==> src/rtl/rs_station_param.sv <==
// Reservation station that feeds one functional unit from the dispatch stage.
// It takes one instruction per cycle and snoops N_CDB result buses to wake
// waiting operands. Each cycle it offers the oldest ready entry under a
// valid/ready handshake.
//
// Ports:
//   clk_in, rst_in            clock, asynchronous active-high reset
//   rdy_in                    global enable; all state holds while low
//   flush                     synchronous clear (qualified by rdy_in)
//   in_*                      dispatch request and its fields; in_ready = not full
//   cdb_valid/value/rob_id    per-channel broadcasts, channel k in slice k
//   issue_*                   oldest ready entry and its handshake
//   count                     current occupancy
module rs_station_param #(
  parameter int unsigned ENTRIES   = 8,
  parameter int unsigned ROB_BITS  = 4,
  parameter int unsigned TYPE_BITS = 5,
  parameter int unsigned N_CDB     = 2,
  parameter int unsigned CNT_BITS  = 6
) (
  input  logic                         clk_in,
  input  logic                         rst_in,
  input  logic                         rdy_in,
  input  logic                         flush,
  input  logic                         in_valid,
  output logic                         in_ready,
  input  logic [TYPE_BITS-1:0]         in_type,
  input  logic [31:0]                  in_v1,
  input  logic [31:0]                  in_v2,
  input  logic                         in_q1_busy,
  input  logic                         in_q2_busy,
  input  logic [ROB_BITS-1:0]          in_q1,
  input  logic [ROB_BITS-1:0]          in_q2,
  input  logic [ROB_BITS-1:0]          in_rob_id,
  input  logic [N_CDB-1:0]             cdb_valid,
  input  logic [N_CDB*32-1:0]          cdb_value,
  input  logic [N_CDB*ROB_BITS-1:0]    cdb_rob_id,
  output logic                         issue_valid,
  input  logic                         issue_ready,
  output logic [TYPE_BITS-1:0]         issue_type,
  output logic [31:0]                  issue_v1,
  output logic [31:0]                  issue_v2,
  output logic [ROB_BITS-1:0]          issue_rob_id,
  output logic [CNT_BITS-1:0]          count
);

  localparam int unsigned IdxW = (ENTRIES > 1) ? $clog2(ENTRIES) : 1;

  typedef logic [ENTRIES-1:0] vec_t;

  vec_t                 busy_q, busy_d;
  vec_t                 q1_busy_q, q1_busy_d;
  vec_t                 q2_busy_q, q2_busy_d;
  logic [TYPE_BITS-1:0] type_q [ENTRIES];
  logic [TYPE_BITS-1:0] type_d [ENTRIES];
  logic [31:0]          v1_q   [ENTRIES];
  logic [31:0]          v1_d   [ENTRIES];
  logic [31:0]          v2_q   [ENTRIES];
  logic [31:0]          v2_d   [ENTRIES];
  logic [ROB_BITS-1:0]  q1_q   [ENTRIES];
  logic [ROB_BITS-1:0]  q1_d   [ENTRIES];
  logic [ROB_BITS-1:0]  q2_q   [ENTRIES];
  logic [ROB_BITS-1:0]  q2_d   [ENTRIES];
  logic [ROB_BITS-1:0]  rob_q  [ENTRIES];
  logic [ROB_BITS-1:0]  rob_d  [ENTRIES];
  // older_q[i][j] set: entry i was dispatched before entry j. Only rows and
  // columns of live entries are meaningful; stale bits are never consulted
  // because a dead entry is never ready and its row is rewritten on reuse.
  vec_t                 older_q [ENTRIES];
  vec_t                 older_d [ENTRIES];
  logic [CNT_BITS-1:0]  count_q, count_d;

  vec_t                 ready, grant;
  logic [IdxW-1:0]      free_idx;
  logic                 free_found;
  logic                 dispatch_fire, issue_fire;

  // Lowest-numbered valid channel whose tag matches; bit 32 flags a hit.
  function automatic logic [32:0] snoop(input logic [ROB_BITS-1:0]       tag,
                                        input logic [N_CDB-1:0]          valid,
                                        input logic [N_CDB*32-1:0]       value,
                                        input logic [N_CDB*ROB_BITS-1:0] tags);
    logic [32:0] r;
    r = '0;
    for (int k = 0; k < N_CDB; k++) begin
      if (!r[32] && valid[k] && (tags[k*ROB_BITS +: ROB_BITS] == tag)) begin
        r = {1'b1, value[k*32 +: 32]};
      end
    end
    return r;
  endfunction

  // Oldest-ready selection from registered state only.
  always_comb begin
    ready = busy_q & ~q1_busy_q & ~q2_busy_q;
    grant = '0;
    for (int i = 0; i < ENTRIES; i++) begin
      grant[i] = ready[i];
      for (int j = 0; j < ENTRIES; j++) begin
        if (ready[j] && older_q[j][i]) grant[i] = 1'b0;
      end
    end
  end

  always_comb begin
    free_idx   = '0;
    free_found = 1'b0;
    for (int i = 0; i < ENTRIES; i++) begin
      if (!busy_q[i] && !free_found) begin
        free_idx   = IdxW'(i);
        free_found = 1'b1;
      end
    end
  end

  // AND-OR mux: with no grant the outputs read zero, so they stay stable
  // while the state is frozen.
  always_comb begin
    issue_valid  = |ready;
    issue_type   = '0;
    issue_v1     = '0;
    issue_v2     = '0;
    issue_rob_id = '0;
    for (int i = 0; i < ENTRIES; i++) begin
      issue_type   = issue_type   | ({TYPE_BITS{grant[i]}} & type_q[i]);
      issue_v1     = issue_v1     | ({32{grant[i]}}        & v1_q[i]);
      issue_v2     = issue_v2     | ({32{grant[i]}}        & v2_q[i]);
      issue_rob_id = issue_rob_id | ({ROB_BITS{grant[i]}}  & rob_q[i]);
    end
  end

  assign in_ready      = (count_q != CNT_BITS'(ENTRIES));
  assign count         = count_q;
  assign dispatch_fire = in_valid & in_ready & rdy_in;
  assign issue_fire    = issue_valid & issue_ready & rdy_in;

  always_comb begin
    logic [32:0] hit;
    hit       = '0;
    busy_d    = busy_q;
    q1_busy_d = q1_busy_q;
    q2_busy_d = q2_busy_q;
    type_d    = type_q;
    v1_d      = v1_q;
    v2_d      = v2_q;
    q1_d      = q1_q;
    q2_d      = q2_q;
    rob_d     = rob_q;
    older_d   = older_q;
    count_d   = count_q + CNT_BITS'(dispatch_fire) - CNT_BITS'(issue_fire);

    // Wake-up of stored operands.
    for (int i = 0; i < ENTRIES; i++) begin
      if (busy_q[i] && q1_busy_q[i]) begin
        hit = snoop(q1_q[i], cdb_valid, cdb_value, cdb_rob_id);
        if (hit[32]) begin
          v1_d[i]      = hit[31:0];
          q1_busy_d[i] = 1'b0;
        end
      end
      if (busy_q[i] && q2_busy_q[i]) begin
        hit = snoop(q2_q[i], cdb_valid, cdb_value, cdb_rob_id);
        if (hit[32]) begin
          v2_d[i]      = hit[31:0];
          q2_busy_d[i] = 1'b0;
        end
      end
    end

    if (issue_fire) busy_d = busy_d & ~grant;

    if (dispatch_fire) begin
      busy_d[free_idx] = 1'b1;
      type_d[free_idx] = in_type;
      rob_d[free_idx]  = in_rob_id;
      q1_d[free_idx]   = in_q1;
      q2_d[free_idx]   = in_q2;
      v1_d[free_idx]   = in_v1;
      v2_d[free_idx]   = in_v2;
      q1_busy_d[free_idx] = in_q1_busy;
      q2_busy_d[free_idx] = in_q2_busy;
      if (in_q1_busy) begin
        hit = snoop(in_q1, cdb_valid, cdb_value, cdb_rob_id);
        if (hit[32]) begin
          v1_d[free_idx]      = hit[31:0];
          q1_busy_d[free_idx] = 1'b0;
        end
      end
      if (in_q2_busy) begin
        hit = snoop(in_q2, cdb_valid, cdb_value, cdb_rob_id);
        if (hit[32]) begin
          v2_d[free_idx]      = hit[31:0];
          q2_busy_d[free_idx] = 1'b0;
        end
      end
      // Every other slot is now older than the newcomer.
      for (int j = 0; j < ENTRIES; j++) older_d[j][free_idx] = 1'b1;
      older_d[free_idx] = '0;
    end

    if (flush) begin
      busy_d    = '0;
      q1_busy_d = '0;
      q2_busy_d = '0;
      count_d   = '0;
      for (int i = 0; i < ENTRIES; i++) begin
        type_d[i]  = '0;
        v1_d[i]    = '0;
        v2_d[i]    = '0;
        q1_d[i]    = '0;
        q2_d[i]    = '0;
        rob_d[i]   = '0;
        older_d[i] = '0;
      end
    end
  end

  always_ff @(posedge clk_in or posedge rst_in) begin
    if (rst_in) begin
      busy_q    <= '0;
      q1_busy_q <= '0;
      q2_busy_q <= '0;
      count_q   <= '0;
      for (int i = 0; i < ENTRIES; i++) begin
        type_q[i]  <= '0;
        v1_q[i]    <= '0;
        v2_q[i]    <= '0;
        q1_q[i]    <= '0;
        q2_q[i]    <= '0;
        rob_q[i]   <= '0;
        older_q[i] <= '0;
      end
    end else if (rdy_in) begin
      busy_q    <= busy_d;
      q1_busy_q <= q1_busy_d;
      q2_busy_q <= q2_busy_d;
      count_q   <= count_d;
      type_q    <= type_d;
      v1_q      <= v1_d;
      v2_q      <= v2_d;
      q1_q      <= q1_d;
      q2_q      <= q2_d;
      rob_q     <= rob_d;
      older_q   <= older_d;
    end
  end

endmodule

==> config.mk <==
export PLATFORM = sky130hd
export DESIGN_NAME = rs_station_param
export DESIGN_NICKNAME = d
export VERILOG_FILES = /design/src/rtl/rs_station_param.sv
export SDC_FILE = /design/constraint.sdc
export NUM_CORES = 2
export LEC_CHECK = 0
export CAP_MARGIN = 20
export CORE_ASPECT_RATIO = 0.7
export CORE_MARGIN = 2
export CORE_UTILIZATION = 30
export DETAILED_ROUTE_END_ITERATION = 10
export HOLD_SLACK_MARGIN = 0.05
export PLACE_DENSITY = 0.54
export SYNTH_ARGS = -nofsm -noshare
export SYNTH_HDL_FRONTEND = slang
export SYNTH_SLANG_ARGS = --single-unit
==> constraint.sdc <==
create_clock -name clk_in -period 61 [get_ports clk_in]
set_input_delay 12.2 -clock clk_in [delete_from_list [all_inputs] [get_ports clk_in]]
set_output_delay 12.2 -clock clk_in [all_outputs]
set_load 0.02 [all_outputs]
==> flow_metrics.py <==
metrics = {
    "finish": {
        "stdcell_count": 7597,
        "multi_input_area_um2": 27030,
        "layout_common_cells": "742 x dfrtp_1, 402 x nor2_1, 385 x nand2_1",
        "drive_gt1_share_pct": 12.54,
        "final_common_cell": "dfrtp_1",
        "fillers": 16328,
        "num-nets-final": 5564,
        "area_delta_synth_final_pct": 15.45,
        "regArea_um2": 18570,
    },
    "min_path": {
        "whs_path_depth": 2,
        "min_path_type": "reg2reg",
    },
    "cts": {
        "clockBufferDepth": 3,
        "clk_pin_slew_worst_paths_ns": 0.07,
        "cts_hold_buf": 0,
        "cts_tree": "done",
        "postCtsSetupBuffers": 0,
        "clock-sinks": 742,
        "cts_buffers": 90,
        "insertion_delay_ns": 0.73,
        "cts-root-buf": "clkbuf_16",
        "cts.repair.resized": 0,
        "htree_levels": 3,
    },
    "floorplanning": {
        "start_util_pct": 30.14,
        "fp.dieArea_um2": 164400,
        "rows": 123,
        "coreArea_um2": 160400,
        "die_w_um": 483.7,
        "pin_count": 244,
        "die_y_um": 339.8,
    },
    "route": {
        "vias": 54927,
        "dr.pass1.iters": 10,
        "wl_per_cell_um": 37.27,
        "antenna_left": 0,
        "drt_iter0_drc": 10297,
        "drc": 0,
        "routed_wl_um": 283100,
        "viasPerCell": 7.230,
    },
    "flow_run": {
        "drv_cap": 0,
    },
    "sta": {
        "skew_ns": 0.03795,
        "tightest_slew_ns": 1.472,
        "timing.slew.headroom_pct": 1.855,
        "fin_crit_sh_pct": 29.19,
        "fmax_ghz": 0.05617,
        "setup_viol": 0,
        "rsz0062_at_grt": "false",
        "fin_crit_ns": 17.80,
        "hold_viol_final": 0,
        "drv_slew": 0,
        "tns_ns": 0,
    },
    "synth": {
        "synth.distinct_cells": 99,
        "yosys.area.top_type_share_pct": 38.42,
        "synth_flop_cell": "dfrtp_1",
        "synth_cells": 5532,
        "ys.warnings.count": 0,
        "synth_area_leaders": "dfrtp_1 38%, o22ai_1 4.2%, clkbuf_1 3.8%, nor2_1 3.3%, a22oi_1 3.1%",
        "postSynthAreaPerCell_um2": 8.736,
        "synth_seq_cells": 742,
        "synth_enable_flop_cells": 0,
        "syn-num-nets": 5704,
        "seq_area_frac_synth_pct": 38.42,
        "yosysTopAreaCell": "dfrtp_1",
        "ys_async_sr_fraction_pct": 100.0,
        "syn_area_um2": 48330,
    },
    "power_and_ir_drop": {
        "seqPwrFrac_pct": 37.9,
        "power_switching_w": 0.0004770,
        "clkPwrFrac_pct": 41.3,
        "power.internal_w": 0.0009419,
        "leakage_nw": 22.14,
        "sw_frac_of_total_pct": 33.62,
        "comb_power_share_pct": 20.9,
        "power_density_nw_per_um2": 25.43,
        "vdd_drop_max_mv": 0.01892,
    },
    "grt": {
        "grt_pass1_vias": 51236,
        "grt-ovfl-total": 0,
        "grt_pass1_wl_um": 395100,
        "grt_usage_pct": 32.77,
        "antenna_found_initial": 18,
        "grt_max_degree": 142,
    },
    "critical_path": {
        "path_class": "reg2out",
        "worstPathRequired_ns": 48.80,
        "crit_fanout": 42,
        "end_kind": "output port",
        "worstRegToRegCells": 10,
        "startpoint_type": "register",
        "arrival_ns": 5.60,
    },
    "run_status": {
        "run_status": "complete, no violations",
    },
    "placed_design": {
        "hpwl_um": 166800,
        "io_buffer_count": 243,
        "finalWeightedCongestion": 0.9528,
        "placed_cells": 7421,
    },
}
[path summary, 6_finish.rpt]
kind	from	to	slack, ns
worst max-delay path	busy_q[2]	issue_v1[5]	43.20
worst min-delay path	rob_q[3]	rob_q[3]	0.48
worst max register to register	count[2]	v2_q[127]	57.15
worst min register to register	rob_q[3]	rob_q[3]	0.48
max in group asynchronous	rst_in	v2_q[120]	45.03
min in group asynchronous	rst_in	v1_q[195]	12.10
[final cells by class]
type | instances | share of cell area (%)
Sequential cell | 742 | 33.28
Clock inverter | 36 | 0.7557
Antenna cell | 8 | 0.03588
Multi-Input combinational cell | 4024 | 48.44
Clock buffer | 128 | 4.821
Tap cell | 2125 | 4.765
Timing Repair Buffer | 464 | 7.407
Inverter | 70 | 0.4978
[kinds of logic (layout without fill, tap and decap cells)]
logic type	Yosys count	count (layout)	synth area share [%]
other	0	8	0
DFF	742	742	38.42
adders and majority gates	9	9	0.2485
buffers and inverters	766	698	6.627
and+or+nand+nor	1520	1520	15.37
xor gates and xnor gates	118	118	2.138
muxes	6	6	0.1243
AOI/OAI and AO/OA	2371	2371	37.07
[power by group through the flow]
stage | clock [W] | sequential (W) | combinational [W]
2_1_floorplan | 0 | 0.000537 | 0.000159
3_3_place_gp | 0 | 0.000545 | 0.000275
3_5_place_dp | 0 | 0.000544 | 0.000278
4_1_cts | 0.000583 | 0.000536 | 0.000279
5_1_grt | 0.000604 | 0.000538 | 0.000303
6_report | 0.000586 | 0.000537 | 0.000296
[through the flow]
step                      hold slack [ns]  total power (W)  instance area [µm²]  utilization [%]  setup slack, ns
final                              0.4817         0.001419                55800            34.79            43.20
after global routing               0.4957         0.001445                55790            34.79            43.25
after CTS                          0.4839         0.001398                55710            34.74            43.45
after detailed placement           0.4709        0.0008224                52600            32.80            44.22
after global placement             0.4623        0.0008200                52590            32.79            44.17
after floorplan                    0.4453        0.0006968                48330                -            27.98
[critical path: stages (launching register included)]
cell,delay [ns]
dfrtp_1,0.80
or4b_2,0.64
nor4_1,0.25
and3_4,0.97
buf_4,0.79
a22o_1,0.27
a221oi_1,0.06
nand3_1,0.36
clkdlybuf4s50_1,0.69
[sequential cells by signal, indices dropped and copies added (netlist names)]
register	cells
busy_q	8
count	6
older_q	64
q1_busy_q	8
q1_q	32
q2_busy_q	8
q2_q	32
rob_q	32
type_q	40
v1_q	256
v2_q	256
[Yosys cell counts, types with 66 or more instances]
cell type  count
clkbuf_1     489
a221o_1      111
nand2_1      392
inv_1         66
a22oi_1      199
buf_2        151
a22o_1       134
and3_1       112
o21ai_0      165
a221oi_1     101
a211oi_1      91
a31oi_1      158
o221a_2       96
dfrtp_1      742
o22ai_1      327
a21oi_1      289
nand3_1      221
nor3_1        96
o21a_1       120
nor2_1       421
a311oi_1      87
[metal layers]
metal  global-route usage [%]  wire length, µm  up-vias
met2                    43.82           109000     5431
li1                         -                -    21292
met1                    42.99           107900    26887
met5                   0.4263              206        -
met4                    18.10            18380       16
met3                    15.33            47710     1301
No activity file was read; power rests on OpenSTA's default activity.
